`src/rtl/sim_jtag_tap.sv`:
```
// sim_jtag_tap: simulation-side JTAG TAP target.
// The host-driven JTAG pins are oversampled in the system clock domain. The block runs the
// 16-state IEEE 1149.1 TAP controller and implements IR, IDCODE, BYPASS and one user DR.
// The user DR reports each Update-DR to the system as a single-cycle pulse.
// Ports:
//   clock, reset_n          system clock, asynchronous active-low reset
//   jtag_TCK/TMS/TDI/TRSTn  host JTAG pins (asynchronous levels)
//   jtag_TDO_data/driven    TDO bit and its valid flag, launched on TCK falling edges
//   tap_state, ir           current TAP state (IEEE encoding) and current instruction
//   dr_capture_data         value loaded into the user DR on Capture-DR
//   dr_update_valid/data    one-cycle pulse carrying the user DR contents on Update-DR
module sim_jtag_tap #(
  parameter int unsigned         IR_WIDTH = 5,
  parameter logic [31:0]         IDCODE   = 32'h00000001,
  parameter logic [IR_WIDTH-1:0] USER_IR  = 5'h11,
  parameter int unsigned         DR_WIDTH = 41
) (
  input  logic                clock,
  input  logic                reset_n,
  input  logic                jtag_TCK,
  input  logic                jtag_TMS,
  input  logic                jtag_TDI,
  input  logic                jtag_TRSTn,
  output logic                jtag_TDO_data,
  output logic                jtag_TDO_driven,
  output logic [3:0]          tap_state,
  output logic [IR_WIDTH-1:0] ir,
  input  logic [DR_WIDTH-1:0] dr_capture_data,
  output logic                dr_update_valid,
  output logic [DR_WIDTH-1:0] dr_update_data
);

  localparam logic [IR_WIDTH-1:0] IrIdcode  = IR_WIDTH'(1);
  // Capture-IR loads the mandatory ...01 pattern, which equals the IDCODE code.
  localparam logic [IR_WIDTH-1:0] IrCapture = IR_WIDTH'(2'b01);

  typedef enum logic [3:0] {
    StEx2Dr = 4'h0, StEx1Dr = 4'h1, StShDr  = 4'h2, StPauDr = 4'h3,
    StSelIr = 4'h4, StUpdDr = 4'h5, StCapDr = 4'h6, StSelDr = 4'h7,
    StEx2Ir = 4'h8, StEx1Ir = 4'h9, StShIr  = 4'hA, StPauIr = 4'hB,
    StRti   = 4'hC, StUpdIr = 4'hD, StCapIr = 4'hE, StTlr   = 4'hF
  } tap_state_e;

  // Pin synchronizers; the third TCK stage provides edge detection.
  logic [2:0] tck_q;
  logic [1:0] tms_q, tdi_q, trst_q;

  always_ff @(posedge clock or negedge reset_n) begin
    if (!reset_n) begin
      tck_q  <= '0;
      tms_q  <= '0;
      tdi_q  <= '0;
      trst_q <= 2'b11;
    end else begin
      tck_q  <= {tck_q[1:0], jtag_TCK};
      tms_q  <= {tms_q[0], jtag_TMS};
      tdi_q  <= {tdi_q[0], jtag_TDI};
      trst_q <= {trst_q[0], jtag_TRSTn};
    end
  end

  logic tck_rise, tck_fall, tms_s, tdi_s, trst_s_n;
  assign tck_rise = tck_q[1] & ~tck_q[2];
  assign tck_fall = ~tck_q[1] & tck_q[2];
  assign tms_s    = tms_q[1];
  assign tdi_s    = tdi_q[1];
  assign trst_s_n = trst_q[1];

  tap_state_e          state_q, state_d, state_nxt;
  logic [IR_WIDTH-1:0] ir_q, ir_d, ir_shift_q, ir_shift_d;
  logic [31:0]         idcode_q, idcode_d;
  logic                bypass_q, bypass_d;
  logic [DR_WIDTH-1:0] user_q, user_d, upd_data_q, upd_data_d;
  logic                upd_valid_q, upd_valid_d;
  logic                tdo_data_q, tdo_data_d, tdo_driven_q, tdo_driven_d;

  logic sel_idcode, sel_user, dr_lsb;
  assign sel_idcode = (ir_q == IrIdcode);
  assign sel_user   = (ir_q == USER_IR) && !sel_idcode;
  assign dr_lsb     = sel_idcode ? idcode_q[0] : (sel_user ? user_q[0] : bypass_q);

  // IEEE 1149.1 TAP transitions.
  always_comb begin
    state_nxt = state_q;
    unique case (state_q)
      StTlr:   state_nxt = tms_s ? StTlr   : StRti;
      StRti:   state_nxt = tms_s ? StSelDr : StRti;
      StSelDr: state_nxt = tms_s ? StSelIr : StCapDr;
      StCapDr: state_nxt = tms_s ? StEx1Dr : StShDr;
      StShDr:  state_nxt = tms_s ? StEx1Dr : StShDr;
      StEx1Dr: state_nxt = tms_s ? StUpdDr : StPauDr;
      StPauDr: state_nxt = tms_s ? StEx2Dr : StPauDr;
      StEx2Dr: state_nxt = tms_s ? StUpdDr : StShDr;
      StUpdDr: state_nxt = tms_s ? StSelDr : StRti;
      StSelIr: state_nxt = tms_s ? StTlr   : StCapIr;
      StCapIr: state_nxt = tms_s ? StEx1Ir : StShIr;
      StShIr:  state_nxt = tms_s ? StEx1Ir : StShIr;
      StEx1Ir: state_nxt = tms_s ? StUpdIr : StPauIr;
      StPauIr: state_nxt = tms_s ? StEx2Ir : StPauIr;
      StEx2Ir: state_nxt = tms_s ? StUpdIr : StShIr;
      StUpdIr: state_nxt = tms_s ? StSelDr : StRti;
    endcase
  end

  always_comb begin
    state_d      = state_q;
    ir_d         = ir_q;
    ir_shift_d   = ir_shift_q;
    idcode_d     = idcode_q;
    bypass_d     = bypass_q;
    user_d       = user_q;
    upd_data_d   = upd_data_q;
    upd_valid_d  = 1'b0;
    tdo_data_d   = tdo_data_q;
    tdo_driven_d = tdo_driven_q;

    if (!trst_s_n) begin
      // Test reset overrides any concurrent TCK edge.
      state_d      = StTlr;
      ir_d         = IrIdcode;
      tdo_driven_d = 1'b0;
    end else if (tck_rise) begin
      state_d = state_nxt;
      case (state_q)
        StTlr:   ir_d       = IrIdcode;
        StCapIr: ir_shift_d = IrCapture;
        StShIr:  ir_shift_d = {tdi_s, ir_shift_q[IR_WIDTH-1:1]};
        StUpdIr: ir_d       = ir_shift_q;
        StCapDr: begin
          if (sel_idcode)    idcode_d = IDCODE;
          else if (sel_user) user_d   = dr_capture_data;
          else               bypass_d = 1'b0;
        end
        StShDr: begin
          if (sel_idcode)    idcode_d = {tdi_s, idcode_q[31:1]};
          else if (sel_user) user_d   = {tdi_s, user_q[DR_WIDTH-1:1]};
          else               bypass_d = tdi_s;
        end
        StUpdDr: begin
          if (sel_user) begin
            upd_data_d  = user_q;
            upd_valid_d = 1'b1;
          end
        end
        default: ;
      endcase
    end else if (tck_fall) begin
      if (state_q == StShIr) begin
        tdo_data_d   = ir_shift_q[0];
        tdo_driven_d = 1'b1;
      end else if (state_q == StShDr) begin
        tdo_data_d   = dr_lsb;
        tdo_driven_d = 1'b1;
      end else begin
        tdo_driven_d = 1'b0;
      end
    end
  end

  always_ff @(posedge clock or negedge reset_n) begin
    if (!reset_n) begin
      state_q      <= StTlr;
      ir_q         <= IrIdcode;
      ir_shift_q   <= '0;
      idcode_q     <= '0;
      bypass_q     <= 1'b0;
      user_q       <= '0;
      upd_data_q   <= '0;
      upd_valid_q  <= 1'b0;
      tdo_data_q   <= 1'b0;
      tdo_driven_q <= 1'b0;
    end else begin
      state_q      <= state_d;
      ir_q         <= ir_d;
      ir_shift_q   <= ir_shift_d;
      idcode_q     <= idcode_d;
      bypass_q     <= bypass_d;
      user_q       <= user_d;
      upd_data_q   <= upd_data_d;
      upd_valid_q  <= upd_valid_d;
      tdo_data_q   <= tdo_data_d;
      tdo_driven_q <= tdo_driven_d;
    end
  end

  assign tap_state       = state_q;
  assign ir              = ir_q;
  assign jtag_TDO_data   = tdo_data_q;
  assign jtag_TDO_driven = tdo_driven_q;
  assign dr_update_valid = upd_valid_q;
  assign dr_update_data  = upd_data_q;

endmodule
```
`config.mk`:
```
export PLATFORM = sky130hd
export DESIGN_NAME = sim_jtag_tap
export DESIGN_NICKNAME = d
export VERILOG_FILES = /design/src/rtl/sim_jtag_tap.sv
export SDC_FILE = /design/constraint.sdc
export NUM_CORES = 1
export LEC_CHECK = 0
export ABC_AREA = 1
export CAP_MARGIN = 20
export CORE_MARGIN = 2
export CORE_UTILIZATION = 45
export CTS_CLUSTER_SIZE = 20
export DETAILED_ROUTE_END_ITERATION = 10
export PLACE_DENSITY = 0.69
export SLEW_MARGIN = 20
export SYNTH_ARGS = -nofsm -noshare
export SYNTH_HDL_FRONTEND = slang
export SYNTH_SLANG_ARGS = --single-unit
```
`constraint.sdc`:
```
create_clock -name clock -period 2.35 [get_ports clock]
set_clock_uncertainty 0.05 [all_clocks]
set_input_delay 0.235 -clock clock [delete_from_list [all_inputs] [get_ports clock]]
set_output_delay 0.235 -clock clock [all_outputs]
set_load 0.02 [all_outputs]
```
==> results.sh <==
export IMPL_synthAdderAreaFrac_pct=0
export IMPL_grt_max_degree=83
export IMPL_design_die_area_sq_mm=0.0154
export IMPL_status="complete, no violations"
export IMPL_cts_tree="built"
export IMPL_crit_arrival_ns=1.69
export IMPL_avgSynthCellArea_sq_um=8.96
export IMPL_worstReg2RegStart="ir[0]"
export IMPL_slew_headroom_pct=69.5
export IMPL_fp_dieH_um=124
export IMPL_holdCritStartpoint="jtag_TRSTn"
export IMPL_vias_per_cell=4.78
export IMPL_insertion_delay_ns=0.41
export IMPL_antenna_found_initial=0
export IMPL_fmax_ghz=0.506
export IMPL_antennaDiodeCount=0
export IMPL_crit_family="flip-flops"
export IMPL_syn_cell_area_sq_mm=0.00648
export IMPL_p_leak_nw=4.03
export IMPL_clk_pin_slew_ns=0.06
export IMPL_drv_slew=0
export IMPL_nFillCells=1227
export IMPL_core_area_sq_mm=0.0140
export IMPL_synth_xor_area_share_pct=0
export IMPL_port_buffers=99
export IMPL_synth_cells=724
export IMPL_crit_path_top_delay_cell="dfstp_2"
export IMPL_routed_wl_um=12700
export IMPL_worst_slack_ns=0.375
export IMPL_first_global_vias=4630
export IMPL_fin_setup_tns_ns=0
export IMPL_synth_distinct_cells=28
export IMPL_place_area_sq_mm=0.00755
export IMPL_dp_cells=976
export IMPL_io_pins=100
export IMPL_fp_dieW_um=124
export IMPL_grt_usage_pct=17.8
export IMPL_numCtsBuffers=17
export IMPL_h_tree_depth=4
export IMPL_worst_path_buf_inv=1
export IMPL_post_route_min_period_ns=1.97
export IMPL_most_common_layout_cells="nand2_1, dfrtp_1, inv_1"
export IMPL_rows=43
export IMPL_final_common_cell="nand2_1"
export IMPL_cp_end_kind="output pin"
export IMPL_final_layout_size_suffix_gt1_share_pct=16.3
export IMPL_worst_pin_slew_ns=0.457
export IMPL_finalSetupViolCount=0
export IMPL_synth_compound_area_share_pct=18.1
export IMPL_startpoint="tap_state[3]"
export IMPL_start_util_pct=46.4
export IMPL_ant_nets=0
export IMPL_crit_fanout=10
export IMPL_p_total_mw=5.39
export IMPL_yosysWarnings=0
export IMPL_hold_viol=0
export IMPL_fin_util_pct=58.1
export IMPL_required_ns=2.07
export IMPL_drc=0
export IMPL_timing_hold_ws_ns=0.172
export IMPL_synth_nets=771
export IMPL_drt_initial_drc_count=314
export IMPL_clock_sinks=141
export IMPL_synthToLayoutAreaGrowth_pct=25.5
export IMPL_final_area_sq_mm=0.00813
export IMPL_synth_top_family_by_area="compound AO/OA/AOI/OAI gates"
export IMPL_clk_path_buf_depth=2
export IMPL_clockRootBuffer="clkbuf_16"
export IMPL_hp_class="in2reg"
export IMPL_powerDensity_mw_per_mm2=662
export IMPL_cap_violations=0
export IMPL_grt_overflow_total=0
export IMPL_synthMuxAreaShare_pct=0
export IMPL_cp_start_kind="flip-flop"
export IMPL_vdd_ir_drop_worst_uv=615
export IMPL_fin_cells=1008
export IMPL_place_congestion=0.817
export IMPL_rsz0062_at_grt="false"
export IMPL_num_vias=4815
export IMPL_post_place_ws_ns=0.561
export IMPL_path_cells="clkdlybuf4s50_1"
export IMPL_synth_seq_area_share_pct=54.6
export IMPL_place_detailed_hpwl_um=8510
export IMPL_grt_first_pass_wirelength_um=21300
export IMPL_drtPass1Iterations=6
export IMPL_critPathMaxStageDelay_ns=0.64
export IMPL_wire_per_inst_um=12.6
export IMPL_period_share_pct=84.0
export IMPL_synthSimpleGateAreaFrac_pct=16.4
export IMPL_critPathKind="reg2out"
export IMPL_fin_nets=863
export IMPL_synth_seq_cells=141
-- final timing paths --
kind	end	depth (start not counted)	slack, ns
max	tap_state[3]	1	0.38
min	trst_q[0]	1	0.17
max reg2reg	user_q[0]	6	0.56
min reg2reg	tms_q[1]	0	0.30
max in group asynchronous	ir[0]	3	1.26
min in group asynchronous	dr_update_data[14]	2	0.29
-- kinds of logic (layout without fill, tap and decap cells) --
| logic type | after synthesis | after routing |
|---|---|---|
| AOI/OAI and AO/OA | 178 | 178 |
| buffers and inverters | 145 | 249 |
| DFF | 141 | 141 |
| and+or+nand+nor | 260 | 260 |
-- per-layer routing --
layer,share of wire [%],wire length [um],track usage (%)
met4,1.2,158,5.83
met5,0,0,0
met2,46,5800,28.3
met1,48,6100,23.5
met3,5.0,637,5.17
-- registers in the layout, indices dropped and copies added, names as in the netlist, 2 cells and up --
| register | count |
|---|---|
| user_q | 41 |
| trst_q | 2 |
| tms_q | 2 |
| dr_update_data | 41 |
| ir | 5 |
| tck_q | 3 |
| tdi_q | 2 |
| tap_state | 4 |
| idcode_q | 32 |
| ir_shift_q | 5 |
-- synthesized netlist by cell type, drive strengths merged --
library cell | instances | area (sq um)
a21oi | 45 | 375
a31oi | 1 | 6.26
buf | 37 | 302
dfrtp | 134 | 3350
dfstp | 7 | 184
inv | 108 | 405
nand2 | 180 | 693
nand3 | 9 | 45.0
nand4 | 4 | 25.0
nor2 | 62 | 258
nor3 | 4 | 36.3
o21a | 3 | 22.5
o21ai | 123 | 732
o22a | 1 | 8.76
o22ai | 5 | 31.3
or2 | 1 | 6.26
-- area by class of cell --
type / instances / area, sq um / area share [%]
Timing Repair Buffer: 110 / 1150 / 14.2
Multi-Input combinational cell: 438 / 2240 / 27.5
Inverter: 108 / 405 / 4.98
Clock inverter: 11 / 118 / 1.45
Tap cell: 180 / 225 / 2.77
Sequential cell: 141 / 3540 / 43.5
Clock buffer: 20 / 457 / 5.61
-- where the power goes --
part	switching [mW]	internal, mW
combinational	0.166	0.140
sequential	0.0258	2.46
clock	0.988	1.61
total	1.18	4.21
-- timing repair --
item | in CTS | in global routing
hold buffers | 1 | 0
endpoints found under the hold margin | 40 | 0
resized for setup | 0 | 0
buffers inserted | 0 | 0
Note: power is estimated with default switching activity, not from simulation.
